===== src/rtl/branch_resolver_pkg.sv =====
// Shared types for the branch resolver: prediction/resolution payloads and resolver FSM states.
package branch_resolver_pkg;

    localparam int unsigned XLEN = 32;

    typedef struct packed {
        logic [XLEN-1:0] pc;
        logic            taken;
        logic [XLEN-1:0] target;
    } prediction_t;

    typedef struct packed {
        logic            valid;
        logic            mispredict;
        logic            taken;
        logic [XLEN-1:0] pc;
        logic [XLEN-1:0] target;
    } resolution_t;

    typedef enum logic {
        RUN     = 1'b0,
        RECOVER = 1'b1
    } resolver_state_t;

    function automatic logic [XLEN-1:0] next_seq_pc(input logic [XLEN-1:0] pc);
        return pc + XLEN'(4);
    endfunction

endpackage


===== src/rtl/branch_resolver_pred_fifo.sv =====
// In-order prediction queue with synchronous clear; pointers carry an extra wrap bit.
module pred_fifo
    import branch_resolver_pkg::*;
#(
    parameter int unsigned DEPTH = 8,
    localparam int unsigned AW   = $clog2(DEPTH),
    localparam int unsigned PW   = AW + 1
) (
    input  logic        clk_i,
    input  logic        rst_n_i,
    input  logic        clear_i,
    input  logic        push_i,
    input  prediction_t data_i,
    input  logic        pop_i,
    output prediction_t head_c,
    output logic        full_c,
    output logic        empty_c,
    output logic [PW-1:0] count_c
);

    prediction_t     mem_q [DEPTH];
    prediction_t     mem_d [DEPTH];
    logic [PW-1:0]   wr_ptr_q, wr_ptr_d;
    logic [PW-1:0]   rd_ptr_q, rd_ptr_d;
    logic            push_ok;
    logic            pop_ok;

    assign full_c  = (wr_ptr_q[AW] != rd_ptr_q[AW]) && (wr_ptr_q[AW-1:0] == rd_ptr_q[AW-1:0]);
    assign empty_c = (wr_ptr_q == rd_ptr_q);
    assign count_c = wr_ptr_q - rd_ptr_q;
    assign head_c  = mem_q[rd_ptr_q[AW-1:0]];
    assign push_ok = push_i & ~full_c;
    assign pop_ok  = pop_i & ~empty_c;

    always_comb begin
        wr_ptr_d = wr_ptr_q;
        rd_ptr_d = rd_ptr_q;
        mem_d    = mem_q;
        if (clear_i) begin
            wr_ptr_d = '0;
            rd_ptr_d = '0;
        end else begin
            if (push_ok) begin
                mem_d[wr_ptr_q[AW-1:0]] = data_i;
                wr_ptr_d = wr_ptr_q + PW'(1);
            end
            if (pop_ok) begin
                rd_ptr_d = rd_ptr_q + PW'(1);
            end
        end
    end

    always_ff @(posedge clk_i) begin
        if (!rst_n_i) begin
            wr_ptr_q <= '0;
            rd_ptr_q <= '0;
        end else begin
            wr_ptr_q <= wr_ptr_d;
            rd_ptr_q <= rd_ptr_d;
        end
    end

    // Payload storage needs no reset; pointers alone define validity.
    always_ff @(posedge clk_i) begin
        mem_q <= mem_d;
    end

endmodule


===== src/rtl/branch_resolver.sv =====
// Resolves executed branches against queued predictions, drives bpu updates and front-end redirects.
// Optional resolved/mispredict statistics counters under `BRANCH_RESOLVER_STATS_EN.
module branch_resolver
    import branch_resolver_pkg::*;
#(
    parameter int unsigned DEPTH          = 8,
    parameter int unsigned RECOVER_CYCLES = 2,
    localparam int unsigned CW            = $clog2(DEPTH) + 1
) (
    input  logic            clk_i,
    input  logic            rst_n_i,
    input  logic            flush_i,
    input  logic            pred_valid_i,
    input  prediction_t     pred_i,
    output logic            pred_ready_o,
    input  logic            exec_valid_i,
    input  logic [XLEN-1:0] exec_pc_i,
    input  logic            exec_taken_i,
    input  logic [XLEN-1:0] exec_target_i,
    output logic            exec_ready_o,
    output resolution_t     res_o,
    output logic            redirect_o,
    output logic [XLEN-1:0] redirect_pc_o,
    output logic [CW-1:0]   count_o,
    output logic [31:0]     stat_branches_o,
    output logic [31:0]     stat_mispred_o
);

    localparam int unsigned RW = (RECOVER_CYCLES > 1) ? $clog2(RECOVER_CYCLES) : 1;

    resolver_state_t state_q, state_d;
    logic [RW-1:0]   rec_cnt_q, rec_cnt_d;
    resolution_t     res_q, res_d;
    logic            redirect_q, redirect_d;
    logic [XLEN-1:0] redirect_pc_q, redirect_pc_d;

    prediction_t     head;
    logic            fifo_full;
    logic            fifo_empty;
    logic            pop_fire;
    logic            mispredict_c;
    logic            mis_fire;
    logic            push_fire;
    logic            fifo_clear;
    logic [XLEN-1:0] correct_pc;
    logic            unused_head_pc;

    assign pred_ready_o = !fifo_full && (state_q == RUN) && !flush_i;
    assign exec_ready_o = !fifo_empty && (state_q == RUN);

    // Flush overrides any handshake seen in the same cycle.
    assign pop_fire     = exec_valid_i & exec_ready_o & ~flush_i;
    assign mispredict_c = (head.taken != exec_taken_i) |
                          (exec_taken_i & (head.target != exec_target_i));
    assign mis_fire     = pop_fire & mispredict_c;
    assign push_fire    = pred_valid_i & pred_ready_o & ~mis_fire;
    assign fifo_clear   = flush_i | mis_fire;
    assign correct_pc   = exec_taken_i ? exec_target_i : next_seq_pc(exec_pc_i);

    // Ordering is guaranteed by execute, so the stored PC is not re-checked.
    assign unused_head_pc = ^head.pc;

    pred_fifo #(
        .DEPTH (DEPTH)
    ) u_pred_fifo (
        .clk_i   (clk_i),
        .rst_n_i (rst_n_i),
        .clear_i (fifo_clear),
        .push_i  (push_fire),
        .data_i  (pred_i),
        .pop_i   (pop_fire),
        .head_c  (head),
        .full_c  (fifo_full),
        .empty_c (fifo_empty),
        .count_c (count_o)
    );

    always_comb begin
        state_d       = state_q;
        rec_cnt_d     = rec_cnt_q;
        res_d         = '0;
        redirect_d    = 1'b0;
        redirect_pc_d = redirect_pc_q;

        if (pop_fire) begin
            res_d.valid      = 1'b1;
            res_d.mispredict = mispredict_c;
            res_d.taken      = exec_taken_i;
            res_d.pc         = exec_pc_i;
            res_d.target     = exec_target_i;
        end
        if (mis_fire) begin
            redirect_d    = 1'b1;
            redirect_pc_d = correct_pc;
        end

        case (state_q)
            RUN: begin
                if (mis_fire) begin
                    state_d   = RECOVER;
                    rec_cnt_d = RW'(RECOVER_CYCLES - 1);
                end
            end
            RECOVER: begin
                if (rec_cnt_q == '0) begin
                    state_d = RUN;
                end else begin
                    rec_cnt_d = rec_cnt_q - RW'(1);
                end
            end
        endcase

        if (flush_i) begin
            state_d   = RUN;
            rec_cnt_d = '0;
        end
    end

    always_ff @(posedge clk_i) begin
        if (!rst_n_i) begin
            state_q       <= RUN;
            rec_cnt_q     <= '0;
            res_q         <= '0;
            redirect_q    <= 1'b0;
            redirect_pc_q <= '0;
        end else begin
            state_q       <= state_d;
            rec_cnt_q     <= rec_cnt_d;
            res_q         <= res_d;
            redirect_q    <= redirect_d;
            redirect_pc_q <= redirect_pc_d;
        end
    end

    assign res_o         = res_q;
    assign redirect_o    = redirect_q;
    assign redirect_pc_o = redirect_pc_q;

`ifdef BRANCH_RESOLVER_STATS_EN
    logic [31:0] stat_br_q, stat_br_d;
    logic [31:0] stat_mp_q, stat_mp_d;

    // Survive flush; only reset clears them.
    always_comb begin
        stat_br_d = stat_br_q;
        stat_mp_d = stat_mp_q;
        if (pop_fire) begin
            stat_br_d = stat_br_q + 32'd1;
        end
        if (mis_fire) begin
            stat_mp_d = stat_mp_q + 32'd1;
        end
    end

    always_ff @(posedge clk_i) begin
        if (!rst_n_i) begin
            stat_br_q <= '0;
            stat_mp_q <= '0;
        end else begin
            stat_br_q <= stat_br_d;
            stat_mp_q <= stat_mp_d;
        end
    end

    assign stat_branches_o = stat_br_q;
    assign stat_mispred_o  = stat_mp_q;
`else
    assign stat_branches_o = 32'd0;
    assign stat_mispred_o  = 32'd0;
`endif

endmodule


===== config.mk =====
export PLATFORM = sky130hd
export DESIGN_NAME = branch_resolver
export DESIGN_NICKNAME = d
export VERILOG_FILES = /design/src/rtl/branch_resolver_pkg.sv /design/src/rtl/branch_resolver_pred_fifo.sv /design/src/rtl/branch_resolver.sv
export SDC_FILE = /design/constraint.sdc
export NUM_CORES = 1
export LEC_CHECK = 0
export ABC_CLOCK_PERIOD_IN_PS = 8800
export CAP_MARGIN = 20
export CORE_UTILIZATION = 45
export DETAILED_ROUTE_END_ITERATION = 8
export MAX_ROUTING_LAYER = met4
export PLACE_DENSITY_LB_ADDON = 0.08
export SLEW_MARGIN = 25
export SYNTH_ARGS = -nofsm -noshare
export SYNTH_HDL_FRONTEND = slang
export SYNTH_SLANG_ARGS = --single-unit

===== constraint.sdc =====
create_clock -name clk_i -period 8.8 [get_ports clk_i]
set_input_delay 1.76 -clock clk_i [delete_from_list [all_inputs] [get_ports clk_i]]
set_output_delay 1.76 -clock clk_i [all_outputs]
set_load 0.005 [all_outputs]

# Yosys cells after proc, flatten, opt, wreduce, memory -nomap -nowiden
# Index checks and enable logic that the tools add are counted.
# classes
n_mux	14
bitwise_logic	19
eq_ne	6
reduce_logical	12
addsub	5
n_lt_le_gt_ge	3
# ops
operator	n
$bwmux W520	1
$bmux W65 S3	1
$demux W65 S3	1
$mux W67	1
$mux W33	2
$mux W65	1
$add A32 B3 Y32 const B	1
$mux W32	1
$ne A32 B32 Y1	1
$add A4 B1 Y4 const B	2
$and A1 B1 Y1	8
$ge A4 B4 Y1 const B	2
$not A3 Y4	2
$not A1 Y1	7
$logic_and A1 B1 Y1	5
$eq A4 B4 Y1	1
$lt A4 B1 Y1 const B	1
$mux W1	4
$pmux W1 S2	2
$reduce_and A2 Y1	2
$reduce_or A2 Y1	2
$sub A4 B4 Y4	1
$eq A3 B3 Y1	1
$logic_not A1 Y1	3
other kinds (4)	6
# word_totals
wordCells	94
ff_bits	630

# Longest topological paths before layout
# Gate-level depths: netlist of the first run.
# logic_depth
depth_word	12
mapped_depth	15
depth_no_buf	9

# Cells and area by module
# From an unflattened synthesis of the first run, not the netlist that was laid out.
# unflattened
hier_cells	1506
area_unflattened_um2	25077.8
# modules_own_cells
mod	cells_per_inst	seq_area_each_um2	n_inst	area_per_inst_um2
pred_fifo	959	15775.1	1	20109.3
branch_resolver	547	2042.0	1	4968.5

# Worst setup path before layout of the first run
# Ideal clock, no wire load.
# synth_timing
path_type	input to register
from	in exec_taken_i
to	reg u_pred_fifo.mem_q[130] (netlist bit), enable pin
required_ps	8294
path_stages	6
t_arrival_ps	6151
path_buffers	1
path_slack_ps	2143
cell_sequence	clkbuf_1 -> nand3_1 -> nor4b_1 -> and4_1 -> nor2_2 -> nor4_1
# synth_between
elab_chain_cells	7
elab_cells_between_ends	10
# synth_lines
element	line_no	source
from (decl)	branch_resolver.sv:18	input logic exec_taken_i,
$ne A1 B1 Y1 / $and A1 B1 Y1 (equally long branches)	branch_resolver.sv:53, branch_resolver.sv:54	
$or A1 B1 Y1 (*)	branch_resolver.sv:53	assign mispredict_c = (head.taken != exec_taken_i) |
$and A1 B1 Y1 (*)	branch_resolver.sv:55	assign mis_fire = pop_fire & mispredict_c;
$not A1 Y1	branch_resolver.sv:56	assign push_fire = pred_valid_i & pred_ready_o & ~mis_fire;
$and A1 B1 Y1	branch_resolver.sv:56	
$and A1 B1 Y1	branch_resolver_pred_fifo.sv:32	assign push_ok = push_i & ~full_c;
$reduce_and A2 Y1 (no source line) (*)	-	
to (signal assigned)	branch_resolver_pred_fifo.sv:65	mem_q <= mem_d;
to (decl)	branch_resolver_pred_fifo.sv:21	prediction_t mem_q [DEPTH];
# Every way passes the cells marked *; elsewhere a longest branch is shown, timed or not.
# A chain may end at the register's enable or synchronous reset.

# Final worst setup path of the first run
# layout_timing
from	reg u_pred_fifo.rd_ptr_q[1]
to	reg u_pred_fifo.mem_q[456] (netlist bit), enable pin
# layout_between
elab_chain_cells	12
elab_cells_between_ends	27
# layout_lines
element	line_no	source
from (decl)	branch_resolver_pred_fifo.sv:24	logic [PW-1:0] rd_ptr_q, rd_ptr_d;
from (signal assigned)	branch_resolver_pred_fifo.sv:59	rd_ptr_q <= rd_ptr_d;
$not A3 Y4 (implied by the code)	branch_resolver_pred_fifo.sv:31	assign head_c = mem_q[rd_ptr_q[AW-1:0]];
$bmux W65 S3	branch_resolver_pred_fifo.sv:31	
$mux W33 (implied by the code) (2 in a row)	branch_resolver_pred_fifo.sv:31	
$ne A32 B32 Y1	branch_resolver.sv:54	(exec_taken_i & (head.target != exec_target_i));
$and A1 B1 Y1	branch_resolver.sv:54	
$or A1 B1 Y1	branch_resolver.sv:53	
$and A1 B1 Y1	branch_resolver.sv:55	
$not A1 Y1	branch_resolver.sv:56	
$and A1 B1 Y1	branch_resolver.sv:56	
$and A1 B1 Y1	branch_resolver_pred_fifo.sv:32	
$reduce_and A2 Y1 (no source line) (*)	-	
# Every way passes the cells marked *; elsewhere a longest branch is shown, timed or not. The select of a mux whose other input is x is not followed.

==> results of run 1 <==
[per-layer routing]
| layer | vias up | routed length [µm] | share of wire [%] | GRT usage [%] |
|---|---|---|---|---|
| li1 | 4293 | - | - | - |
| met1 | 4584 | 17000 | 44 | 30.3 |
| met2 | 290 | 18400 | 48 | 35.7 |
| met3 | 50 | 2240 | 5.8 | 4.56 |
| met4 | 0 | 815 | 2.1 | 5.77 |
| met5 | - | 0 | 0 | - |
[flip-flops by register name, indices dropped and copies added (netlist names)]
signal	count
u_pred_fifo.mem_q	264
u_pred_fifo.rd_ptr_q	4
redirect_o	1
state_q	1
res_o	67
rec_cnt_q	1
u_pred_fifo.wr_ptr_q	4
redirect_pc_o	32
[logic make-up after synthesis]
family                     share of synthesized area (%)
AOI/OAI and AO/OA                                   4.59
and+or+nand+nor                                     8.90
adders and majority gates                          0.619
DFF                                                 65.9
buffers and inverters                               5.15
xor gates and xnor gates                            3.48
other                                             0.0244
muxes                                               11.3
[cell type report]
class	instances	area, µm²	share of cell area (%)
flip-flops and latches	374	10100	53.4
well taps	448	561	2.95
diodes	2	5.00	0.0264
clock inverters	20	183	0.962
clock buffers	52	1070	5.64
inverters	10	37.5	0.198
multi-input cells	615	4740	25.0
repair buffers	231	2250	11.8
[path summary, 6_finish.rpt]
path	startpoint	end	slack [ns]	cells after the start
setup / recovery	u_pred_fifo.rd_ptr_q[1]	u_pred_fifo.mem_q[456]	3.36	12
hold / removal	redirect_pc_o[31]	redirect_pc_o[31]	0.48	2
setup reg to reg	u_pred_fifo.rd_ptr_q[1]	u_pred_fifo.mem_q[456]	3.36	12
hold reg to reg	redirect_pc_o[31]	redirect_pc_o[31]	0.48	2
[power breakdown]
group          internal [mW]  switching [mW]
Combinational         0.0785           0.105
Sequential              1.89         0.00369
Clock                  0.946           0.659
[placed cells by master, fill, tap and decap left out, types with 9 or more instances in the layout]
master,instances
o21ai_0,38
conb_1,64
mux2i_1,48
mux4_2,46
clkbuf_1,9
xnor2_1,21
clkbuf_16,40
edfxtp_1,264
nor2_1,11
and3_1,71
nand3_1,47
buf_4,24
a21oi_1,35
xor2_1,40
nand2_1,45
a22o_1,9
clkinv_1,9
o22ai_1,10
or3_1,11
o21ai_1,28
dfxtp_1,107
mux2_2,19
nand4_1,11
clkdlybuf4s50_1,206
[worst max-delay path: stages, from the launching register on]
cell and delay [ns]:
dfxtp_4 0.77, buf_4 0.52, mux4_2 0.55, mux2i_1 0.38
xor2_1 0.19, nand4_1 0.21, nor4_2 0.31, and4_1 0.24
buf_4 0.35, nor2_2 0.09, buf_4 0.25, nor4b_4 0.59
buf_4 0.54
[per-stage QoR]
| step | util (%) | power (mW) | instances |
|---|---|---|---|
| after global routing | 56.6 | 3.81 | 1752 |
| after CTS | 56.6 | 3.72 | 1750 |
| after global placement | 52.9 | 2.12 | 1678 |
| after floorplan | - | 2.03 | 1123 |
| after detailed placement | 52.9 | 2.12 | 1678 |
| final | 56.6 | 3.69 | 1752 |
==> results by group, run 1 <==
Yosys
  • Yosys top cell by area: edfxtp_1
  • Synth warn: 0
  • Gate Count Post-Synth: 1060
  • Top_reg_cell synth: edfxtp_1
  • Ys async rst share: 0%
  • Sequential-to-total area share from yosys stat: 65.9%
  • Top-count cell post-synth: edfxtp_1
  • Synth cell types: 46
  • Syn Area/Cell: 14.5 µm²
  • Mapped Area: 0.0154 mm²
  • Top cell type's share of synthesized area: 51.6%
  • Post-synth top cells: edfxtp_1 (264), dfxtp_1 (110), and3_1 (72)
  • EDFF count, synth: 264
  • Synthesized flop and latch total: 374
  • Synth top area cells: edfxtp_1 (52%), dfxtp_1 (14%), mux4_2 (6.7%)

Timing
  • RSZ-0062 raised after global routing: false
  • Least-Margin Pin Slew: 0.888 ns
  • Fin. Hold Viols: 0
  • Setup TNS: 0 ns
  • Minimum clock period: 5.44 ns
  • Worst Skew: 0.0220 ns
  • Max transition margin: 40.8%
  • Final period utilization: 61.8%
  • Slew Limit Fails: 0
  • Final worst slack: 3.36 ns
  • FMAX: 184 MHz
  • Hold slack: 0.475 ns
  • Final setup fails: 0

GRT
  • Remaining Overflow, GRT: 0
  • Global-route usage over all layers: 22.7%
  • First-pass GRT wire length: 57.3 mm
  • Vias in the first global route: 9007
  • Initial antenna violation count: 3
  • Largest net degree at the start of global routing: 72

Die
  • Die width: 187 µm
  • Die area: 0.0349 mm²
  • Area of the core: 0.0335 mm²
  • Initial core utilization: 45.8%
  • Die Y: 187 µm
  • IO Count: 305
  • Cell Rows: 67

CTS
  • Worst-path clk slew: 0.06 ns
  • H-tree levels: 2
  • Clock root cell: clkbuf_16
  • Post-cts sizing count: 0
  • Setup bufs post-CTS: 0
  • CTS tree: yes
  • Num CTS Buffers: 40
  • Post-CTS Hold Buffers: 0
  • Clock sinks: 374
  • Buffer depth of the longest clock path: 3
  • Clock Latency Late Sink: 0.53 ns

Critical path
  • CP required: 8.97 ns
  • CP Max Fanout: 35
  • Crit. End Element: flop
  • Critical path type: reg2reg
  • Critical Path Start Type: flop
  • Data arrival, critical path: 5.61 ns

Drt
  • Final ANT Viol Nets: 0
  • WL final: 38.4 mm
  • DR iter-0 viols: 576
  • Drt via density: 5.26
  • DRC viols: 0
  • Routed WL per cell: 21.9 µm
  • Drt pass-1 iters: 4
  • Vias: 9217

Power
  • Leak: 6.53 nW
  • P per Cell Area: 194 mW/mm²
  • VDD IR max: 0.166 mV

Placed design
  • DP Worst Slack: 2.98 ns
  • HPWL after DPL: 25.2 mm
  • RePlAce Congestion: 0.804
  • Post-Place Cell Area: 0.0177 mm²
  • # port buffers: 208

Outcome
  • Outcome: finished, final reports clean

Layout
  • Layout Nets: 1414
  • Area grow syn2layout: 23.5%
  • Fraction of layout cells with a size suffix above 1: 13.3%
  • FILL cells: 2731
  • Finished Cell Area: 0.0190 mm²

Run
  • Max-Cap Viols: 0

Min path
  • Worst min-delay path class: reg2reg
Note: power is estimated with default switching activity, not from simulation.
==> inputs of run 2 (changes only) <==
- ABC_CLOCK_PERIOD_IN_PS: 8800 -> 4500
- clock period: 8.8 -> 4.5 ns (I/O delays scaled with it)
==> results by group, run 2 (same netlist as run 1, synthesis figures left out) <==
Layout
  • Most common cell after layout, fill and taps aside: edfxtp_1
  • Largest Register: u_pred_fifo.mem_q
  • Largest register FFs: 264
  • FILL cells: 2726
  • Layout Nets: 1428
  • Fraction of layout cells with a size suffix above 1: 14.2%
  • Finished Cell Area: 0.0193 mm²
  • Area grow syn2layout: 25.5%
  • Commonest cells after routing, fill and taps aside: edfxtp_1 (264), clkdlybuf4s50_1 (206), dfxtp_1 (107)

GRT
  • Largest net degree at the start of global routing: 72
  • Vias in the first global route: 9124
  • Global-route usage over all layers: 22.7%
  • Initial antenna violation count: 1
  • Remaining Overflow, GRT: 0
  • First-pass GRT wire length: 57.5 mm

Timing
  • Worst Skew: 0.0182 ns
  • FMAX: 263 MHz
  • Final setup fails: 0
  • Fin. Hold Viols: 0
  • Minimum clock period: 3.80 ns
  • RSZ-0062 raised after global routing: false
  • Final period utilization: 84.5%
  • Least-Margin Pin Slew: 0.995 ns
  • Slew Limit Fails: 0
  • Final worst slack: 0.697 ns
  • Max transition margin: 33.6%

CTS
  • Worst-path clk slew: 0.06 ns
  • CTS tree: yes
  • Clock root cell: clkbuf_16
  • Post-cts sizing count: 0
  • Clock Latency Late Sink: 0.53 ns
  • Num CTS Buffers: 40
  • Buffer depth of the longest clock path: 3
  • Setup bufs post-CTS: 0
  • Clock sinks: 374
  • H-tree levels: 2
  • Post-CTS Hold Buffers: 0

Power
  • VDD IR max: 0.307 mV
  • Leak: 6.65 nW
  • P per Cell Area: 375 mW/mm²

Drt
  • Vias: 9265
  • Drt via density: 5.25
  • DRC viols: 0
  • Final ANT Viol Nets: 0
  • WL final: 38.3 mm
  • Drt pass-1 iters: 5
  • DR iter-0 viols: 537
  • Routed WL per cell: 21.7 µm

Die
  • Initial core utilization: 45.8%
  • Die Y: 187 µm
  • Area of the core: 0.0335 mm²
  • Cell Rows: 67
  • Die area: 0.0349 mm²
  • Die width: 187 µm
  • IO Count: 305

Critical path
  • CP required: 4.76 ns
  • CP Max Fanout: 33
  • Crit. End Element: flop
  • Critical Path Start Type: flop
  • Critical path type: reg2reg
  • Register-to-Register Path Depth: 12
  • R2R setup slack: 0.70 ns
  • Data arrival, critical path: 4.06 ns

Placed design
  • HPWL after DPL: 25.5 mm
  • Post-Place Cell Area: 0.0180 mm²
  • DP Worst Slack: 0.540 ns
  • RePlAce Congestion: 0.825
  • # port buffers: 208

Run
  • Max-Cap Viols: 0

Outcome
  • Outcome: finished, final reports clean

Min path
  • Worst min-delay path class: reg2reg
  • Hold Path Depth: 2
[run 2: worst max-delay path, stage by stage (launching register included)]
cell and delay (ns):
dfxtp_2 0.56, buf_12 0.28, nor2b_1 0.12, buf_4 0.17, a22o_1 0.26, or3_1 0.35
nand4_1 0.10, nor4_1 0.07, and4_1 0.22, nor2_2 0.76, buf_4 0.34, nor2_4 0.06
buf_12 0.19
[run 2: area by class of cell]
class	count	area, µm²	area share [%]
Antenna cell	1	2.50	0.0130
Sequential cell	374	10100	52.6
Multi-Input combinational cell	615	4790	24.8
Inverter	10	37.5	0.195
Tap cell	448	561	2.91
Clock buffer	53	1110	5.77
Timing Repair Buffer	245	2500	13.0
Clock inverter	18	150	0.779
[run 2: final timing paths]
kind                                         startpoint              endpoint
worst max-delay path            u_pred_fifo.rd_ptr_q[2]  u_pred_fifo.mem_q[1]
worst min-delay path                          rec_cnt_q               state_q
worst max register to register  u_pred_fifo.rd_ptr_q[2]  u_pred_fifo.mem_q[1]
worst min register to register                rec_cnt_q               state_q
[run 2: per-layer routing]
layer | part of all wire (%) | GRT usage (%) | vias up
met5 | 0 | - | -
met4 | 1.9 | 5.61 | 0
met3 | 6.1 | 4.35 | 58
met2 | 48 | 36.1 | 299
met1 | 44 | 30.2 | 4576
li1 | - | - | 4332
[run 2: where the power goes]
group | internal (mW) | switching (mW) | total (mW)
clock network | 1.86 | 1.29 | 3.15
logic | 0.160 | 0.206 | 0.366
registers | 3.71 | 0.00688 | 3.71
total | 5.72 | 1.51 | 7.23
[run 2: per-stage QoR]
stage               total power [mW]  util [%]  instances  setup TNS [ns]  hold slack (ns)
finish                          7.23      57.5       1764               0            0.455
detailed placement              4.15      53.7       1692               0            0.451
global route                    7.47      57.5       1764               0            0.493
CTS                             7.31      57.5       1763               0            0.456
global placement                4.15      53.7       1692               0            0.444
floorplan                       3.96         -       1123          -53.24            0.436
